--- src/rtl/bp_me_cfg_boot_master_pkg.sv ---
// Shared types and constants for the tile cfg boot master: BedRock mem header,
// cfg register map, FSM/item encodings and the cfg address builder.
package bp_me_cfg_boot_master_pkg;

  localparam int paddr_w     = 40;
  localparam int cord_w      = 8;
  localparam int cfg_dev_w   = 4;
  localparam int cfg_off_w   = paddr_w - cord_w - cfg_dev_w;
  localparam int dword_w     = 64;
  localparam int cce_instr_w = 48;
  localparam int cce_pc_w    = 8;
  localparam int lce_id_w    = 8;

  localparam logic [cfg_dev_w-1:0] cfg_dev_gp                  = 4'h2;
  localparam logic [cfg_off_w-1:0] cfg_reg_freeze_gp           = 28'h000_0008;
  localparam logic [cfg_off_w-1:0] cfg_reg_cce_mode_gp         = 28'h000_0010;
  localparam logic [cfg_off_w-1:0] cfg_reg_icache_mode_gp      = 28'h000_0018;
  localparam logic [cfg_off_w-1:0] cfg_reg_dcache_mode_gp      = 28'h000_0020;
  localparam logic [cfg_off_w-1:0] cfg_reg_hio_mask_gp         = 28'h000_0028;
  localparam logic [cfg_off_w-1:0] cfg_mem_cce_ucode_match_gp  = 28'h000_8000;

  typedef enum logic [3:0] {
    e_bedrock_mem_rd    = 4'd0,
    e_bedrock_mem_wr    = 4'd1,
    e_bedrock_mem_uc_rd = 4'd2,
    e_bedrock_mem_uc_wr = 4'd3,
    e_bedrock_mem_pre   = 4'd4,
    e_bedrock_mem_amo   = 4'd5
  } bp_bedrock_mem_type_e;

  typedef enum logic [2:0] {
    e_bedrock_msg_size_1  = 3'd0,
    e_bedrock_msg_size_2  = 3'd1,
    e_bedrock_msg_size_4  = 3'd2,
    e_bedrock_msg_size_8  = 3'd3,
    e_bedrock_msg_size_16 = 3'd4,
    e_bedrock_msg_size_32 = 3'd5,
    e_bedrock_msg_size_64 = 3'd6
  } bp_bedrock_msg_size_e;

  typedef enum logic [2:0] {
    e_lce_mode_uncached = 3'd0,
    e_lce_mode_normal   = 3'd1,
    e_lce_mode_nonspec  = 3'd2
  } bp_lce_mode_e;

  typedef enum logic [2:0] {
    e_cce_mode_normal   = 3'd0,
    e_cce_mode_uncached = 3'd1
  } bp_cce_mode_e;

  typedef struct packed {
    logic [lce_id_w-1:0]  lce_id;
    logic [paddr_w-1:0]   addr;
    bp_bedrock_msg_size_e size;
    bp_bedrock_mem_type_e msg_type;
  } bp_bedrock_mem_hdr_s;

  typedef enum logic [2:0] {
    e_reset, e_send, e_wait, e_rom_rd, e_rom_cap, e_done
  } bp_me_cfg_boot_state_e;

  // Boot items in issue order; the ucode item repeats once per ROM word.
  typedef enum logic [2:0] {
    e_item_freeze, e_item_cce_mode, e_item_icache, e_item_dcache,
    e_item_hio, e_item_ucode, e_item_unfreeze
  } bp_me_cfg_boot_item_e;

  // Physical address of a cfg register in the tile at the given cord.
  function automatic logic [paddr_w-1:0] bp_me_cfg_addr(input logic [cord_w-1:0]    cord,
                                                        input logic [cfg_off_w-1:0] reg_offset);
    return {cord, cfg_dev_gp, reg_offset};
  endfunction

endpackage

--- src/rtl/bp_me_cfg_boot_master_if.sv ---
// Single-beat BedRock mem cmd/resp channel pair between a cfg initiator and the cfg responder.
interface bp_me_cfg_boot_master_if;
  import bp_me_cfg_boot_master_pkg::*;

  bp_bedrock_mem_hdr_s  mem_cmd_header;
  logic [dword_w-1:0]   mem_cmd_data;
  logic                 mem_cmd_v;
  logic                 mem_cmd_ready_and;
  logic                 mem_cmd_last;

  bp_bedrock_mem_hdr_s  mem_resp_header;
  logic [dword_w-1:0]   mem_resp_data;
  logic                 mem_resp_v;
  logic                 mem_resp_ready_and;
  logic                 mem_resp_last;

  modport master (
    output mem_cmd_header, mem_cmd_data, mem_cmd_v, mem_cmd_last, mem_resp_ready_and,
    input  mem_cmd_ready_and, mem_resp_header, mem_resp_data, mem_resp_v, mem_resp_last
  );

  modport slave (
    input  mem_cmd_header, mem_cmd_data, mem_cmd_v, mem_cmd_last, mem_resp_ready_and,
    output mem_cmd_ready_and, mem_resp_header, mem_resp_data, mem_resp_v, mem_resp_last
  );

endinterface

--- src/rtl/bp_me_cfg_boot_master.sv ---
// Boot-time cfg initiator: freezes the tile, programs modes and hio mask, loads (and
// optionally verifies) the CCE ucode from an external ROM, unfreezes, then reports done.
module bp_me_cfg_boot_master
  import bp_me_cfg_boot_master_pkg::*;
#(
  parameter int                 ucode_els_p    = 256,
  parameter bp_lce_mode_e       icache_mode_p  = e_lce_mode_normal,
  parameter bp_lce_mode_e       dcache_mode_p  = e_lce_mode_normal,
  parameter bp_cce_mode_e       cce_mode_p     = e_cce_mode_normal,
  parameter logic [dword_w-1:0] hio_mask_p     = '0,
  parameter bit                 verify_ucode_p = 1'b1
) (
  input  logic                    clk_i,
  input  logic                    reset_n_i,
  input  logic [cord_w-1:0]       cord_i,
  bp_me_cfg_boot_master_if.master mem_if,
  output logic                    ucode_v_o,
  output logic [cce_pc_w-1:0]     ucode_addr_o,
  input  logic [cce_instr_w-1:0]  ucode_data_i,
  output logic                    done_o,
  output logic                    error_o
);

  // One extra bit so the last index of a full 2^cce_pc_w image never wraps.
  localparam int                idx_w    = $clog2(ucode_els_p + 1);
  localparam logic [idx_w-1:0]  idx_last = idx_w'(ucode_els_p - 1);

  bp_me_cfg_boot_state_e    state_q, state_d;
  bp_me_cfg_boot_item_e     item_q, item_d;
  logic [idx_w-1:0]         idx_q, idx_d;
  logic                     rd_q, rd_d;       // current ucode cmd is the readback
  logic [cce_instr_w-1:0]   instr_q, instr_d;
  logic                     error_q, error_d;

  bp_bedrock_mem_type_e     exp_type;
  logic                     resp_bad;
  logic [cfg_off_w-1:0]     cmd_off;
  bp_bedrock_mem_hdr_s      cmd_hdr;
  logic [dword_w-1:0]       cmd_data;

  assign exp_type = rd_q ? e_bedrock_mem_uc_rd : e_bedrock_mem_uc_wr;
  assign resp_bad = (mem_if.mem_resp_header.msg_type != exp_type)
                  | ~mem_if.mem_resp_last
                  | (rd_q & (mem_if.mem_resp_data[cce_instr_w-1:0] != instr_q));

  // State register; async reset restarts the whole sequence from the freeze write.
  always_ff @(posedge clk_i or negedge reset_n_i) begin
    if (!reset_n_i) begin
      state_q <= e_reset;
      item_q  <= e_item_freeze;
      idx_q   <= '0;
      rd_q    <= 1'b0;
      instr_q <= '0;
      error_q <= 1'b0;
    end else begin
      state_q <= state_d;
      item_q  <= item_d;
      idx_q   <= idx_d;
      rd_q    <= rd_d;
      instr_q <= instr_d;
      error_q <= error_d;
    end
  end

  // Next state: one cmd in flight, advance to the next item on each consumed resp.
  always_comb begin
    state_d = state_q;
    item_d  = item_q;
    idx_d   = idx_q;
    rd_d    = rd_q;
    instr_d = instr_q;
    error_d = error_q;
    case (state_q)
      e_reset:   state_d = e_send;
      e_send:    if (mem_if.mem_cmd_ready_and) state_d = e_wait;
      e_wait: begin
        if (mem_if.mem_resp_v) begin
          error_d = error_q | resp_bad;
          if (item_q == e_item_ucode) begin
            if (verify_ucode_p && !rd_q) begin
              rd_d    = 1'b1;
              state_d = e_send;
            end else begin
              rd_d = 1'b0;
              if (idx_q == idx_last) begin
                item_d  = e_item_unfreeze;
                state_d = e_send;
              end else begin
                idx_d   = idx_q + idx_w'(1);
                state_d = e_rom_rd;
              end
            end
          end else if (item_q == e_item_unfreeze) begin
            state_d = e_done;
          end else begin
            item_d  = bp_me_cfg_boot_item_e'(item_q + 3'd1);
            state_d = (item_q == e_item_hio) ? e_rom_rd : e_send;
          end
        end
      end
      e_rom_rd:  state_d = e_rom_cap;
      e_rom_cap: begin
        instr_d = ucode_data_i;
        state_d = e_send;
      end
      e_done:    if (mem_if.mem_resp_v) error_d = 1'b1;
      default:   state_d = e_reset;
    endcase
  end

  // Outputs: handshake strobes from state, cmd header/data from the current item.
  always_comb begin
    cmd_off  = cfg_reg_freeze_gp;
    cmd_data = '0;
    case (item_q)
      e_item_freeze:   begin cmd_off = cfg_reg_freeze_gp;      cmd_data = dword_w'(1);             end
      e_item_cce_mode: begin cmd_off = cfg_reg_cce_mode_gp;    cmd_data = dword_w'(cce_mode_p);    end
      e_item_icache:   begin cmd_off = cfg_reg_icache_mode_gp; cmd_data = dword_w'(icache_mode_p); end
      e_item_dcache:   begin cmd_off = cfg_reg_dcache_mode_gp; cmd_data = dword_w'(dcache_mode_p); end
      e_item_hio:      begin cmd_off = cfg_reg_hio_mask_gp;    cmd_data = hio_mask_p;              end
      e_item_ucode: begin
        cmd_off  = cfg_mem_cce_ucode_match_gp + (cfg_off_w'(idx_q) << 3);
        cmd_data = rd_q ? '0 : dword_w'(instr_q);
      end
      e_item_unfreeze: begin cmd_off = cfg_reg_freeze_gp;      cmd_data = '0;                      end
      default: ;
    endcase

    cmd_hdr          = '0;
    cmd_hdr.msg_type = rd_q ? e_bedrock_mem_uc_rd : e_bedrock_mem_uc_wr;
    cmd_hdr.size     = e_bedrock_msg_size_8;
    cmd_hdr.addr     = bp_me_cfg_addr(cord_i, cmd_off);

    mem_if.mem_cmd_header     = cmd_hdr;
    mem_if.mem_cmd_data       = cmd_data;
    mem_if.mem_cmd_v          = (state_q == e_send);
    mem_if.mem_cmd_last       = 1'b1;
    mem_if.mem_resp_ready_and = (state_q == e_wait) || (state_q == e_done);
    ucode_v_o                 = (state_q == e_rom_rd);
    ucode_addr_o              = cce_pc_w'(idx_q);
    done_o                    = (state_q == e_done);
    error_o                   = error_q;
  end

endmodule
--- src/flat_wrapper.sv ---
// flat-port wrapper written by rule: the top's interface ports become plain ports
module bp_me_cfg_boot_master_flat import bp_me_cfg_boot_master_pkg::*;
#(
  parameter int                 ucode_els_p    = 256,
  parameter bp_lce_mode_e       icache_mode_p  = e_lce_mode_normal,
  parameter bp_lce_mode_e       dcache_mode_p  = e_lce_mode_normal,
  parameter bp_cce_mode_e       cce_mode_p     = e_cce_mode_normal,
  parameter logic [dword_w-1:0] hio_mask_p     = '0,
  parameter bit                 verify_ucode_p = 1'b1
)
  (clk_i, reset_n_i, cord_i, ucode_v_o, ucode_addr_o, ucode_data_i, done_o, error_o, mem_if_mem_cmd_header, mem_if_mem_cmd_data, mem_if_mem_cmd_v, mem_if_mem_cmd_last, mem_if_mem_resp_ready_and, mem_if_mem_cmd_ready_and, mem_if_mem_resp_header, mem_if_mem_resp_data, mem_if_mem_resp_v, mem_if_mem_resp_last);
  bp_me_cfg_boot_master_if mem_if_i ();
  input  logic clk_i;
  input  logic reset_n_i;
  input  logic [cord_w-1:0] cord_i;
  output logic ucode_v_o;
  output logic [cce_pc_w-1:0] ucode_addr_o;
  input  logic [cce_instr_w-1:0] ucode_data_i;
  output logic done_o;
  output logic error_o;
  output wire logic [$bits(mem_if_i.mem_cmd_header)-1:0] mem_if_mem_cmd_header;
  output wire logic [$bits(mem_if_i.mem_cmd_data)-1:0] mem_if_mem_cmd_data;
  output wire logic [$bits(mem_if_i.mem_cmd_v)-1:0] mem_if_mem_cmd_v;
  output wire logic [$bits(mem_if_i.mem_cmd_last)-1:0] mem_if_mem_cmd_last;
  output wire logic [$bits(mem_if_i.mem_resp_ready_and)-1:0] mem_if_mem_resp_ready_and;
  input wire logic [$bits(mem_if_i.mem_cmd_ready_and)-1:0] mem_if_mem_cmd_ready_and;
  input wire logic [$bits(mem_if_i.mem_resp_header)-1:0] mem_if_mem_resp_header;
  input wire logic [$bits(mem_if_i.mem_resp_data)-1:0] mem_if_mem_resp_data;
  input wire logic [$bits(mem_if_i.mem_resp_v)-1:0] mem_if_mem_resp_v;
  input wire logic [$bits(mem_if_i.mem_resp_last)-1:0] mem_if_mem_resp_last;
  assign mem_if_mem_cmd_header = mem_if_i.mem_cmd_header;
  assign mem_if_mem_cmd_data = mem_if_i.mem_cmd_data;
  assign mem_if_mem_cmd_v = mem_if_i.mem_cmd_v;
  assign mem_if_mem_cmd_last = mem_if_i.mem_cmd_last;
  assign mem_if_mem_resp_ready_and = mem_if_i.mem_resp_ready_and;
  assign mem_if_i.mem_cmd_ready_and = mem_if_mem_cmd_ready_and;
  assign mem_if_i.mem_resp_header = mem_if_mem_resp_header;
  assign mem_if_i.mem_resp_data = mem_if_mem_resp_data;
  assign mem_if_i.mem_resp_v = mem_if_mem_resp_v;
  assign mem_if_i.mem_resp_last = mem_if_mem_resp_last;
  bp_me_cfg_boot_master #(.ucode_els_p(ucode_els_p), .icache_mode_p(icache_mode_p), .dcache_mode_p(dcache_mode_p), .cce_mode_p(cce_mode_p), .hio_mask_p(hio_mask_p), .verify_ucode_p(verify_ucode_p)) u_core (.clk_i(clk_i), .reset_n_i(reset_n_i), .cord_i(cord_i), .mem_if(mem_if_i), .ucode_v_o(ucode_v_o), .ucode_addr_o(ucode_addr_o), .ucode_data_i(ucode_data_i), .done_o(done_o), .error_o(error_o));
endmodule
--- config.mk ---
export PLATFORM = sky130hd
export DESIGN_NAME = bp_me_cfg_boot_master_flat
export DESIGN_NICKNAME = d
export VERILOG_FILES = /design/src/rtl/bp_me_cfg_boot_master_pkg.sv /design/src/rtl/bp_me_cfg_boot_master_if.sv /design/src/rtl/bp_me_cfg_boot_master.sv /design/src/flat_wrapper.sv
export SDC_FILE = /design/constraint.sdc
export NUM_CORES = 1
export LEC_CHECK = 0
export BUFFER_PORTS_ARGS = -buffer_cell sky130_fd_sc_hd__buf_2
export CAP_MARGIN = 20
export CORE_AREA = 2 2 123 125
export CTS_BUF_LIST = sky130_fd_sc_hd__clkbuf_2 sky130_fd_sc_hd__clkbuf_4 sky130_fd_sc_hd__clkbuf_8
export DETAILED_ROUTE_END_ITERATION = 10
export DIE_AREA = 0 0 125 127
export MAX_ROUTING_LAYER = met4
export PLACE_DENSITY_LB_ADDON = 0.08
export SLEW_MARGIN = 20
export SYNTH_ARGS = -nofsm -noshare
export SYNTH_HDL_FRONTEND = slang
export SYNTH_SLANG_ARGS = --single-unit
--- constraint.sdc ---
create_clock -name clk_i -period 2.9 [get_ports clk_i]
set_clock_uncertainty 0.15 [all_clocks]
set_input_delay 0.58 -clock clk_i [delete_from_list [all_inputs] [get_ports clk_i]]
set_output_delay 0.58 -clock clk_i [all_outputs]
set_load 0.005 [all_outputs]
Yosys cells after proc, flatten, opt, wreduce, memory -nomap -nowiden
Cells that the tools add are included.
{ "word_totals": {"register_bits": 65, "in_bits": 180, "output_inout_bits": 133} }
{ "classes": {"n_addsub": 3, "eq_ne": 20, "n_mux": 20, "bitwise": 7, "n_reduce_logical": 11} }
{ "ops": {"columns": ["cell", "n"], "rows": [
  ["case mux 28 bit (5 select lines)", 1],
  ["case mux 64 bit (2 select lines)", 1],
  ["two-way mux 48 bit", 1],
  ["!= test 48 bit", 1],
  ["two-way mux 3 bit", 9],
  ["adder 16 x 12 -> 17 bit (first input constant)", 1],
  ["== test 3 bit (second input constant)", 5],
  ["case mux 3 bit (5 select lines)", 1],
  ["== test 3 x 2 -> 1 bit (second input constant)", 4],
  ["AND reduction 5 bit", 2],
  ["adder 9 x 1 -> 9 bit (second input constant)", 1],
  ["== test 9 x 8 -> 1 bit (second input constant)", 1],
  ["AND reduction 3 bit", 3],
  ["!= test 2 x 1 -> 1 bit (second input constant)", 4],
  ["== test 3 x 1 -> 1 bit (second input constant)", 2],
  ["zero test 3 bit", 2],
  ["two-way mux 1 bit", 4],
  ["two-way mux 2 bit", 2],
  ["!= test 2 bit (second input constant)", 2],
  ["!= test 4 x 2 -> 1 bit", 1],
  ["adder 3 x 1 -> 3 bit (second input constant)", 1],
  ["NOT 1 bit", 3],
  ["bitwise OR 1 bit", 3],
  ["OR reduction 3 bit", 1],
  ["other kinds (5)", 5]
]} }

Depth between registers and ports, before layout
Gate-level depths: netlist of run 1.
{ "depth": {"depth_word": 7, "depth_mapped": 9, "depth_no_buf": 9} }

Worst setup path after synthesis of run 1
Ideal clock, no wire load.
{ "synth_path": {"kind": "register -> output", "start": "reg u_core.item_q[1]", "end": "out mem_if_mem_cmd_data[0]", "t_arrival_ns": 1.448, "required_time_ns": 2.170, "setup_slack_ns": 0.722, "path_stages_with_launch": 7, "cell_sequence": "dfrtp_1 inv_1 ha_1 nand2_1 inv_1 clkbuf_1 a311o_1"} }
{ "synth_between": {"elab_chain_cells": 3, "elab_cells_between_ends": 6, "cone_classes": "eq/ne: 3; mux: 1; reduce/logical: 2"} }
{ "synth_lines": {"columns": ["item", "line", "source"], "rows": [
  ["from (decl)", "bp_me_cfg_boot_master.sv:29", "bp_me_cfg_boot_item_e item_q, item_d;"],
  ["from (signal assigned)", "bp_me_cfg_boot_master.sv:50", "item_q <= e_item_freeze;"],
  ["from (signal assigned)", "bp_me_cfg_boot_master.sv:57", "item_q <= item_d;"],
  ["== test 3 x 2 -> 1 bit or zero test 3 bit (tied branches)", "bp_me_cfg_boot_master.sv:115", "case (item_q)"],
  ["OR reduction 3 bit (no source line)", null, null],
  ["case mux 64 bit (2 select lines) (*)", "bp_me_cfg_boot_master.sv:115", null],
  ["to (decl)", "flat_wrapper.sv:22", "output wire logic [$bits(mem_if_i.mem_cmd_data)-1:0] mem_if_mem_cmd_data;"]
]} }
Every way passes the cells marked *; elsewhere a longest branch is shown, timed or not.

Worst setup path in the final report of run 1
Ends and elaborated chain as after synthesis.

==> results of run 1 <==
-- layer usage --
layer / up-vias / wire, um / track usage
met4: 0 / 131 / 0.0386
met5: - / 0 / -
met3: 12 / 1120 / 0.0649
met1: 1571 / 4920 / 0.174
met2: 155 / 5310 / 0.224
li1: 1586 / - / -
-- how the worst max path moves through the flow --
stage,start,to,slack (ps)
floorplan,u_core.item_q[1]$_DFFE_PN0P_,mem_if_mem_cmd_data[0],720
global placement,u_core.item_q[1]$_DFFE_PN0P_,mem_if_mem_cmd_data[0],540
detailed placement,u_core.item_q[1]$_DFFE_PN0P_,mem_if_mem_cmd_data[0],520
CTS,u_core.item_q[1]$_DFFE_PN0P_,mem_if_mem_cmd_data[0],120
global route,u_core.item_q[1]$_DFFE_PN0P_,mem_if_mem_cmd_data[0],20
finish,u_core.item_q[1]$_DFFE_PN0P_,mem_if_mem_cmd_data[0],180
-- registers in the layout (all words and copies together) (netlist names) --
name            cells
u_core.error_o      1
u_core.idx_q        9
u_core.instr_q     48
u_core.item_q       3
u_core.rd_q         1
u_core.state_q      3
-- layout make-up --
class	instances	share of cell area
Antenna cell	1	0.000483
Clock buffer	13	0.0309
Clock inverter	3	0.00772
Inverter	8	0.00579
Multi-Input combinational cell	298	0.413
Sequential cell	65	0.314
Tap cell	184	0.0444
Timing Repair Buffer	182	0.183
-- worst max-delay path, delay by kind of cell (launching register included) --
kind | cells | cell delay (ps)
buffers and inverters | 4 | 490
adders and majority gates | 1 | 190
AOI/OAI and AO/OA | 1 | 380
DFF | 1 | 390
and+or+nand+nor | 1 | 190
-- cell usage in the layout, fill, tap and decap left out, types with 4 or more instances in the layout --
| master | instances |
|---|---|
| ha_1 | 7 |
| mux2_2 | 50 |
| buf_2 | 176 |
| xor2_1 | 34 |
| o21ai_0 | 6 |
| and3_1 | 55 |
| inv_1 | 8 |
| nor4_1 | 10 |
| dfrtp_1 | 65 |
| buf_4 | 4 |
| clkbuf_8 | 10 |
| a21oi_1 | 9 |
| nor2_1 | 10 |
| nand3_1 | 4 |
| nand4_1 | 7 |
| nand2_1 | 10 |
| conb_1 | 53 |
| xnor2_1 | 22 |
-- power by group through the flow --
| stage | sequential, mW | clock (mW) | combinational, mW |
|---|---|---|---|
| after floorplan | 1.58 | 0 | 1.27 |
| after global placement | 1.68 | 0 | 1.85 |
| after detailed placement | 1.70 | 0 | 1.85 |
| after CTS | 1.68 | 0.846 | 1.86 |
| after global routing | 1.73 | 0.887 | 2.05 |
| final | 1.68 | 0.800 | 1.82 |
-- kinds of logic after synthesis --
| logic type | after synthesis | synth area share |
|---|---|---|
| buf+inv | 94 | 0.148 |
| xor+xnor | 56 | 0.117 |
| simple gates | 110 | 0.159 |
| fa+ha+maj | 7 | 0.0209 |
| compound gates | 21 | 0.0286 |
| other cells | 2 | 0.00179 |
| flops | 65 | 0.388 |
| mux | 51 | 0.137 |
-- per-stage QoR --
step / hold WS, ps / setup WS, ps / power (mW) / std cells
floorplan: 134 / 722 / 2.86 / 457
global placement: 323 / 538 / 3.53 / 737
detailed placement: 328 / 520 / 3.55 / 737
CTS: 91.6 / 115 / 4.39 / 753
global route: 95.1 / 24.9 / 4.67 / 754
finish: 95.5 / 181 / 4.29 / 754
==> impl_results.md, run 1 <==
- Area delta synth->final: 23.5%
- Status: completed
- P per Cell Area: around 830 mW/mm2
- Crit-path max cell delay: between 300 and 400 ps
- Synth top area cells: dfrtp_1 (39%), mux2_2 (13%), buf_4 (13%)
- Die height: between 100 and 150 um
- Sw frac: 0.350
- Max transition margin: 0.539
- Final Hold Vio Count: 0
- Post-layout util: 0.359
- F_max: around 0.37 GHz
- Antenna violations before repair: 1
- Largest net degree at the start of global routing: 66
- Final worst-path cycle share: 0.938
- # setup viols final: 0
- Most frequent cell after synthesis: buf_4
- Int Power: 2.79 mW
- Via count: between 3000 and 4000
- Crit path kind: flip-flop to primary output
- Drc violations: 0
- GPL Wtd Cong: between 0.7 and 0.8
- Number of flops mapped to enable cells by yosys: 0
- Num CTS Buffers: 9
- Area leader, netlist: dfrtp_1
- Router iterations before antenna repair: 4
- Critical-path cell list: inv_1, ha_1, nand2_1, inv_1, buf_4, a311o_1, buf_2
- Dpl cell area: approximately 0.0050 mm2
- Total congestion overflow: 0
- Seq pwr share: 0.390
- H-tree Lvls: 3
- Seq/Total Area, Yosys: 0.388
- Core area: roughly 0.014 mm2
- Count of input and output buffers: about 180
- Reg2reg start: u_core.idx_q[2]$_DFFE_PN0P_
- Max Buffers Root-to-Sink: 2
- Crit path top cell by count: inv_1
- Synth top area share: 0.388
- Clock power share: 0.186
- Multi-input logic area: 0.00214 mm2
- Setup TNS: 0 ps
- Unrepaired setup endpoints after global routing: no
- Vias per cell: around 4.4
- Worst path slowest cell: dfrtp_1
- Global-route wire length before repair: 17500 um
- Worst Setup End Kind: primary output
- Initial Util: 0.291
- Cts-stage hold buffer count: 0
- Peak fanout along the critical path: 16
- I/O pins: between 300 and 400
- CP arrival: 1990 ps
- Post-CTS Setup Bufs: 0
- CTS tree: yes
- Slew Viols, Final: 0
- Register Area: 0.00163 mm2
- Routed WL per cell: around 15 um
- Type of origin of the critical path: flip-flop
- Main flop type after synthesis: dfrtp_1
- Post-Layout Inst Area: ~0.0052 mm2
- Layout cells sized above 1: 0.441
- DP HPWL: around 8500 um
- Die ar.: 0.0159 mm2
- Std cell rows: 44
- Synth cell types: 35
- Minimum clock period after layout: 2720 ps
- Detailed Route WL: about 11000 um
- Critical path data required time: around 2200 ps
- Post_cts resized: 0
- Synth async-reset ratio: 1.00
- Vias in the first global route: approximately 3300
- Clock transition at path regs: 70 ps
- Max-cap violations: 0
- Post-Syn Instances: between 400 and 500
- Lkg Pwr: 2.77 nW
- Worst-Margin Slew: just under 700 ps
- Worst skew pair latency: roughly 350 ps
- Die W: about 130 um
- R2R depth: 8
- Total GRT Usage: 0.145
- Iteration-0 DRC Markers: 68
- Worst hold-check path type: input pin to async pin
- List of most frequent post-synthesis cells: buf_4 (71), dfrtp_1 (65), and3_1 (55)
- CTS root buf: clkbuf_8
- Num Clock Sinks: 65
- Fill cells: about 1600
- Nets: 751
- Cell area after synthesis: between 0.004 and 0.005 mm2
- Flops & latches, synth: 65
- Yosys warns: 0
- Sw Pwr: 1.50 mW
- R2r setup slk: between 600 and 700 ps
- Peak VDD IR: around 0.44 mV
- Final ANT Viol Nets: 0
- Mean Syn Cell Area: between 10 and 15 um2
- Worst r2r dst: u_core.idx_q[3]$_DFFE_PN0P_
- Combinational fraction of design power: 0.424
No activity file was read; power rests on OpenSTA's default activity.
==> run 2: changes to the inputs <==
--- a/config.mk
+++ b/config.mk
@@ -5,12 +5,13 @@
 export SDC_FILE = /design/constraint.sdc
 export NUM_CORES = 1
 export LEC_CHECK = 0
+export ABC_AREA = 1
 export BUFFER_PORTS_ARGS = -buffer_cell sky130_fd_sc_hd__buf_2
 export CAP_MARGIN = 20
-export CORE_AREA = 2 2 123 125
+export CORE_AREA = 2 2 121 123
 export CTS_BUF_LIST = sky130_fd_sc_hd__clkbuf_2 sky130_fd_sc_hd__clkbuf_4 sky130_fd_sc_hd__clkbuf_8
 export DETAILED_ROUTE_END_ITERATION = 10
-export DIE_AREA = 0 0 125 127
+export DIE_AREA = 0 0 123 125
 export MAX_ROUTING_LAYER = met4
 export PLACE_DENSITY_LB_ADDON = 0.08
 export SLEW_MARGIN = 20
==> run 2 against run 1 <==
Effect of this change:
- setup slack lost 6.5 ps
- sequential power is essentially flat
- via count grew 16%
- worst hold slack lost 21 ps
- cell count grew 20%
- count of clock-buffer cells in the layout shrank 1
- clock power grew 2%
- register-to-register slack is essentially flat
- synthesized area grew 5.5%
- fmax shrank 0.24%
- critical path type unchanged
==> impl_results.md, run 2 <==
- Detailed Route WL: 12400 um (+8.0%)
- Worst-Margin Slew: 717 ps (+25.4 ps)
- Synth top area share: 0.367 (-0.0202)
- Max-cap violations: 0 (unchanged)
- Vias per cell: 4.26 (-3.3%)
- Worst skew pair latency: 350 ps (about the same)
- Max Buffers Root-to-Sink: 2 (unchanged)
- Status: completed
- Worst hold-check path type: input pin to async pin
- Count of input and output buffers: 176 (unchanged)
- CP arrival: 2000 ps (about the same)
- Clock transition at path regs: 70 ps (about the same)
- CTS tree: yes
- Setup TNS: 0 ps (unchanged)
- Total congestion overflow: 0 (unchanged)
- Commonest non-fill, non-tap cell in the layout: buf_2
- Post-Layout Inst Area: 0.00543 mm2 (+4.7%)
- Area delta synth->final: 22.6%
- Post-Syn Instances: 559 (+38%)
- Cell area after synthesis: 0.00443 mm2 (+5.5%)
- DP HPWL: 9410 um (+11%)
- # setup viols final: 0 (unchanged)
- Layout cells sized above 1: 0.338 (-0.103)
- Worst Setup End Kind: primary output
- Lkg Pwr: 3.07 nW (+11%)
- Inst Count DP: 890 (+21%)
- Type of origin of the critical path: flip-flop
- I/O pins: 313 (unchanged)
- Nets: 905 (+21%)
- Final worst-path cycle share: 0.940 (+0.00224)
- Yosys warns: 0 (unchanged)
- Via count: 3870 (+16%)
- Total GRT Usage: 0.169 (+0.0234)
- F_max: 0.367 GHz (-0.24%)
- Std cell rows: 44 (unchanged)
- Critical-path cell list: inv_1, ha_1, nand2_2, nor2_4, clkinvlp_4, buf_4, nor2_1, buf_2
- Largest Register: u_core.instr_q
- Die W: 123 um (-1.6%)
- Global-route wire length before repair: 19200 um (+9.5%)
- Synth async-reset ratio: 1.00 (unchanged)
- Fill cells: 1548 (-0.39%)
- List of most frequent post-synthesis cells: nand2_1 (126), nor2_1 (96), buf_4 (70)
- Peak VDD IR: 0.300 mV (-31%)
- Most frequent cells in the layout: buf_2 (176), nand2_1 (125), nor2_1 (95)
- Initial Util: 0.312 (+0.0207)
- Vias in the first global route: 3784 (+15%)
- Crit-path max cell delay: 410 ps (+20 ps)
- Seq/Total Area, Yosys: 0.367 (-0.0202)
- Router iterations before antenna repair: 5 (+1)
- Critical path data required time: 2170 ps (about the same)
- Synth cell types: 34 (-2.9%)
- Num Clock Sinks: 65 (unchanged)
- Non-Filler Instances: 908 (+20%)
- Synth top area cells: dfrtp_1 (37%), buf_4 (12%), nand2_1 (11%)
- Max reg flops: 48 (unchanged)
- Routed WL per cell: 13.7 um (-10%)
- Number of flops mapped to enable cells by yosys: 0 (unchanged)
- Peak fanout along the critical path: 14 (-2)
- Die height: 125 um (-1.6%)
- Largest regs: u_core.instr_q x48, u_core.idx_q x9
- Worst path slowest cell: dfrtp_1
- H-tree Lvls: 3 (unchanged)
- Antenna violations before repair: 2 (+1)
- P per Cell Area: 839 mW/mm2 (+1.3%)
- CTS root buf: clkbuf_8
- Iteration-0 DRC Markers: 115 (+69%)
- GPL Wtd Cong: 0.786 (+5.8%)
- Num CTS Buffers: 9 (unchanged)
- Most frequent cell after synthesis: nand2_1
- Die ar.: 0.0154 mm2 (-3.1%)
- Final Hold Vio Count: 0 (unchanged)
- Drc violations: 0 (unchanged)
- Hold Slack: 74.2 ps (-21.2 ps)
- Dpl cell area: 0.00520 mm2 (+4.4%)
- Design Power: 4.55 mW (+6.0%)
- Mean Syn Cell Area: 7.92 um2 (-23%)
- Unrepaired setup endpoints after global routing: no
- Largest net degree at the start of global routing: 45 (-32%)
- Minimum clock period after layout: 2730 ps (+6.50 ps)
- Crit path kind: flip-flop to primary output
- Final ANT Viol Nets: 0 (unchanged)
- Area leader, netlist: dfrtp_1
- Main flop type after synthesis: dfrtp_1
- Slew Viols, Final: 0 (unchanged)
- Flops & latches, synth: 65 (unchanged)
- Max transition margin: 0.522 (-0.0176)
- Core area: 0.0142 mm2 (-1.5%)
## run 2: cell types whose count changed after synthesis, sizes merged, moves of 3 or more
cell	delta
a21oi	+9
and3	-55
clkbuf	-4
inv	+44
mux2	-16
nand2	+119
nand4	-3
nor2	+89
nor4	-10
xnor2	+13
xor2	-26
## run 2: routing by layer
metal  share of wire  GRT usage  vias up
met4           0.014     0.0655        0
met1            0.44      0.211     1773
met5               0          -        -
li1                -          -     1910
met2            0.47      0.256      169
met3           0.080     0.0484       18
## run 2: path summary, 6_finish.rpt
kind	cells past startpoint	slack, ps	start	to
max	8	170	u_core.item_q[1]$_DFFE_PN0P_	mem_if_mem_cmd_data[37]
min	1	70	reset_n_i	u_core.item_q[1]$_DFFE_PN0P_
max reg2reg	11	630	u_core.idx_q[0]$_DFFE_PN0P_	u_core.idx_q[7]$_DFFE_PN0P_
min reg2reg	2	310	u_core.error_o$_DFFE_PN0P_	u_core.error_o$_DFFE_PN0P_
max in group asynchronous	2	1870	reset_n_i	u_core.instr_q[15]$_DFFE_PN0P_
min in group clk_i	2	310	ucode_data_i[20]	u_core.instr_q[20]$_DFFE_PN0P_
## run 2: cells by family (layout without fill, tap and decap cells)
| group | count (synthesis) | count (layout) | share of synthesized area |
|---|---|---|---|
| mux | 34 | 34 | 0.0865 |
| flops | 65 | 65 | 0.367 |
| xor+xnor | 43 | 43 | 0.0851 |
| fa+ha+maj | 7 | 7 | 0.0198 |
| compound gates | 29 | 29 | 0.0365 |
| simple gates | 242 | 242 | 0.226 |
| buf+inv | 137 | 249 | 0.177 |
| other cells | 2 | 55 | 0.00170 |
## run 2: stage by stage
stage / utilization / setup slack [ps]
finish: 0.382 / 174
global route: 0.382 / 34.2
CTS: 0.381 / 74.8
detailed placement: 0.366 / 352
global placement: 0.366 / 350
floorplan: - / 790
## run 2: timing repair
| item | in CTS | in global routing |
|---|---|---|
| gates resized for setup | 2 | 1 |
| endpoints found under the setup margin | 5 | 9 |
| buffers inserted | 1 | 0 |
| hold buffers | 0 | 0 |
## run 2: layout make-up
type                       instances  area (um2)  share of cell area
antenna                            2        5.00            0.000923
clock buffer                      12         159              0.0293
clock inverter                     3        40.0             0.00738
inverter                          53         204              0.0376
multi-input combinational        408        2220               0.409
sequential                        65        1630               0.300
tap                              184         230              0.0424
timing repair buffer             181         943               0.174
## run 2: report_power, final
group	internal (mW)	switching, mW
clock network	0.447	0.373
logic	0.965	1.12
registers	1.30	0.346
total	2.72	1.84
## run 2: critical path: cells and delay by family (launching register included)
kind                       cells  cell delay [ps]
adders and majority gates      1              260
DFF                            1              410
and+or+nand+nor                3              450
buffers and inverters          4              530
==> run 3: changes to the inputs <==
--- a/config.mk
+++ b/config.mk
@@ -8,10 +8,9 @@
 export ABC_AREA = 1
 export BUFFER_PORTS_ARGS = -buffer_cell sky130_fd_sc_hd__buf_2
 export CAP_MARGIN = 20
-export CORE_AREA = 2 2 121 123
-export CTS_BUF_LIST = sky130_fd_sc_hd__clkbuf_2 sky130_fd_sc_hd__clkbuf_4 sky130_fd_sc_hd__clkbuf_8
+export CORE_AREA = 2 2 123 125
 export DETAILED_ROUTE_END_ITERATION = 10
-export DIE_AREA = 0 0 123 125
+export DIE_AREA = 0 0 125 127
 export MAX_ROUTING_LAYER = met4
 export PLACE_DENSITY_LB_ADDON = 0.08
 export SLEW_MARGIN = 20
==> run 3 against run 2 <==
Effect of this change:
- first-iteration DRC count is the same
- die area grew 3.3%
- utilization shrank 0.23 points
- via count shrank 0.62%
- sequential cell count is the same
- setup slack lost 12 ps
- register-to-register slack lost 20 ps
- global-route usage shrank 0.82 points
- critical path depth is the same
- count of clock-buffer cells in the layout grew 1
- final area grew 0.95%
==> impl_results.md, run 3 (synthesis gave the netlist of run 2 again) <==
- Area delta synth->final: 23.7%
- GPL Wtd Cong: 0.782 (-0.52%)
- Max Buffers Root-to-Sink: 2 (unchanged)
- Nets: 908 (+0.33%)
- Die height: 127 um (+1.6%)
- Vias per cell: 4.23 (-0.84%)
- P per Cell Area: 855 mW/mm2 (+1.9%)
- Max reg flops: 48 (unchanged)
- Status: completed
- Largest Register: u_core.instr_q
- Dpl cell area: 0.00521 mm2 (+0.19%)
- Final Hold Vio Count: 0 (unchanged)
- # setup viols final: 0 (unchanged)
- Type of origin of the critical path: flip-flop
- Clock power share: 0.203 (+0.023)
- Fill cells: 1579 (+2.0%)
- Largest net degree at the start of global routing: 36 (-20%)
- Total GRT Usage: 0.160 (-0.00818)
- Worst skew pair latency: 340 ps (about the same)
- Gr busiest metal: met2
- Drc violations: 0 (unchanged)
- Core area: 0.0144 mm2 (+1.6%)
- F_max: 0.365 GHz (-0.44%)
- Unrepaired setup endpoints after global routing: no
- Layout cells sized above 1: 0.334 (-0.00370)
- Antenna violations before repair: 2 (unchanged)
- M2 GR Usage: 0.259 (+0.00253)
- Final worst-path cycle share: 0.944 (+0.00419)
- Lkg Pwr: 3.09 nW (+0.72%)
- Slew Viols, Final: 0 (unchanged)
- Minimum clock period after layout: 2740 ps (+12.1 ps)
- R2r setup slk: 610 ps (-20 ps)
- Die ar.: 0.0159 mm2 (+3.3%)
- Int Power: 2.85 mW (+4.9%)
- Sw frac: 0.392 (-0.0117)
- CTS root buf: clkbuf_16
- Router iterations before antenna repair: 4 (-1)
- Max transition margin: 0.536 (+0.0148)
- Max-cap violations: 0 (unchanged)
- Initial Util: 0.307 (-0.00476)
- Seq pwr share: 0.351 (-0.011)
- Worst r2r dst: u_core.idx_q[6]$_DFFE_PN0P_
- Num Clock Sinks: 65 (unchanged)
- I/O pins: 313 (unchanged)
- DP HPWL: 9670 um (+2.8%)
- Commonest non-fill, non-tap cell in the layout: buf_2
- Met3 GRT Util: 0.0415 (-0.00690)
- Final ANT Viol Nets: 0 (unchanged)
- Count of input and output buffers: 176 (unchanged)
- Std cell rows: 44 (unchanged)
- Critical path data required time: 2170 ps (about the same)
- Routed WL per cell: 13.7 um (+0.21%)
- Worst Setup End Kind: primary output
- Worst hold-check path type: input pin to async pin
- Vias in the first global route: 3802 (+0.48%)
- Reg2reg start: u_core.idx_q[0]$_DFFE_PN0P_
- Combinational fraction of design power: 0.445 (-0.013)
- Peak fanout along the critical path: 24 (+10)
- Most frequent cells in the layout: buf_2 (176), nand2_1 (125), nor2_1 (95)
- Iteration-0 DRC Markers: 115 (unchanged)
- Clock transition at path regs: 50 ps (-20 ps)
- Largest regs: u_core.instr_q x48, u_core.idx_q x9
- Setup TNS: 0 ps (unchanged)
- Post-Layout Inst Area: 0.00548 mm2 (+0.95%)
- Via count: 3846 (-0.62%)
- Die W: 125 um (+1.6%)
- Sw Pwr: 1.84 mW (about the same)
- Peak VDD IR: 0.322 mV (+7.4%)
- R2R depth: 9 (-2)
- Crit path kind: flip-flop to primary output
- CP arrival: 2010 ps (about the same)
- Num CTS Buffers: 9 (unchanged)
- Global-route wire length before repair: 19300 um (+0.83%)
- Total congestion overflow: 0 (unchanged)
- Worst-Margin Slew: 694 ps (-22.2 ps)
- CTS tree: yes
- H-tree Lvls: 3 (unchanged)
- Detailed Route WL: 12500 um (+0.44%)
- M1 GR Usage: 0.191 (-0.0200)
-- run 3: how the worst max path moves through the flow --
stage / start / to / slack (ps)
CTS: u_core.item_q[1]$_DFFE_PN0P_ / mem_if_mem_cmd_data[15] / 40
detailed placement: u_core.item_q[1]$_DFFE_PN0P_ / mem_if_mem_cmd_data[15] / 410
global route: u_core.item_q[1]$_DFFE_PN0P_ / mem_if_mem_cmd_header[10] / 7
global placement: u_core.item_q[1]$_DFFE_PN0P_ / mem_if_mem_cmd_data[15] / 430
finish: u_core.item_q[1]$_DFFE_PN0P_ / mem_if_mem_cmd_header[10] / 160
floorplan: u_core.item_q[1]$_DFFE_PN0P_ / mem_if_mem_cmd_data[13] / 790
-- run 3: critical path, cell delays in order (launching register included) --
cell and delay, ps:
dfrtp_1 370, inv_1 80, ha_1 260, nand2_2 110
buf_4 300, clkinv_2 180, nand2_1 90, o2111ai_1 130
buf_2 160
-- run 3: stage by stage --
| stage | utilization | worst slack [ps] | hold WS [ps] | cells | total power, mW |
|---|---|---|---|---|---|
| after global placement | 0.361 | 429 | 304 | 893 | 3.74 |
| final | 0.380 | 162 | 96.4 | 910 | 4.68 |
| after CTS | 0.378 | 39.3 | 117 | 907 | 4.77 |
| after global routing | 0.380 | 6.58 | 137 | 910 | 5.12 |
| after floorplan | - | 790 | 134 | 610 | 3.11 |
| after detailed placement | 0.361 | 407 | 324 | 893 | 3.77 |
-- run 3: power groups by stage --
| stage | sequential [mW] | clock [mW] | combinational (mW) |
|---|---|---|---|
| after global placement | 1.64 | 0 | 2.11 |
| after detailed placement | 1.66 | 0 | 2.11 |
| final | 1.65 | 0.952 | 2.09 |
| after global routing | 1.71 | 1.03 | 2.38 |
| after floorplan | 1.57 | 0 | 1.54 |
| after CTS | 1.65 | 0.991 | 2.13 |
-- run 3: cell type report --
class | count | area (um2) | area share
flip-flops and latches | 65 | 1630 | 0.297
inverters | 53 | 204 | 0.0372
multi-input cells | 408 | 2210 | 0.404
well taps | 184 | 230 | 0.0420
clock buffers | 13 | 240 | 0.0439
diodes | 2 | 5.00 | 0.000914
clock inverters | 1 | 5.00 | 0.000914
repair buffers | 184 | 953 | 0.174
-- run 3: what timing repair did --
item / in CTS / in global routing
gates resized for setup: 0 / 2
hold buffers: 0 / 0
endpoints found under the setup margin: 0 / 11
buffers inserted: 0 / 1
-- run 3: per-layer routing --
layer  up-vias  wire length [um]
li1       1918                 -
met1      1755              5460
met2       144              5860
met3        29               846
met4         0               280
met5         -                 0
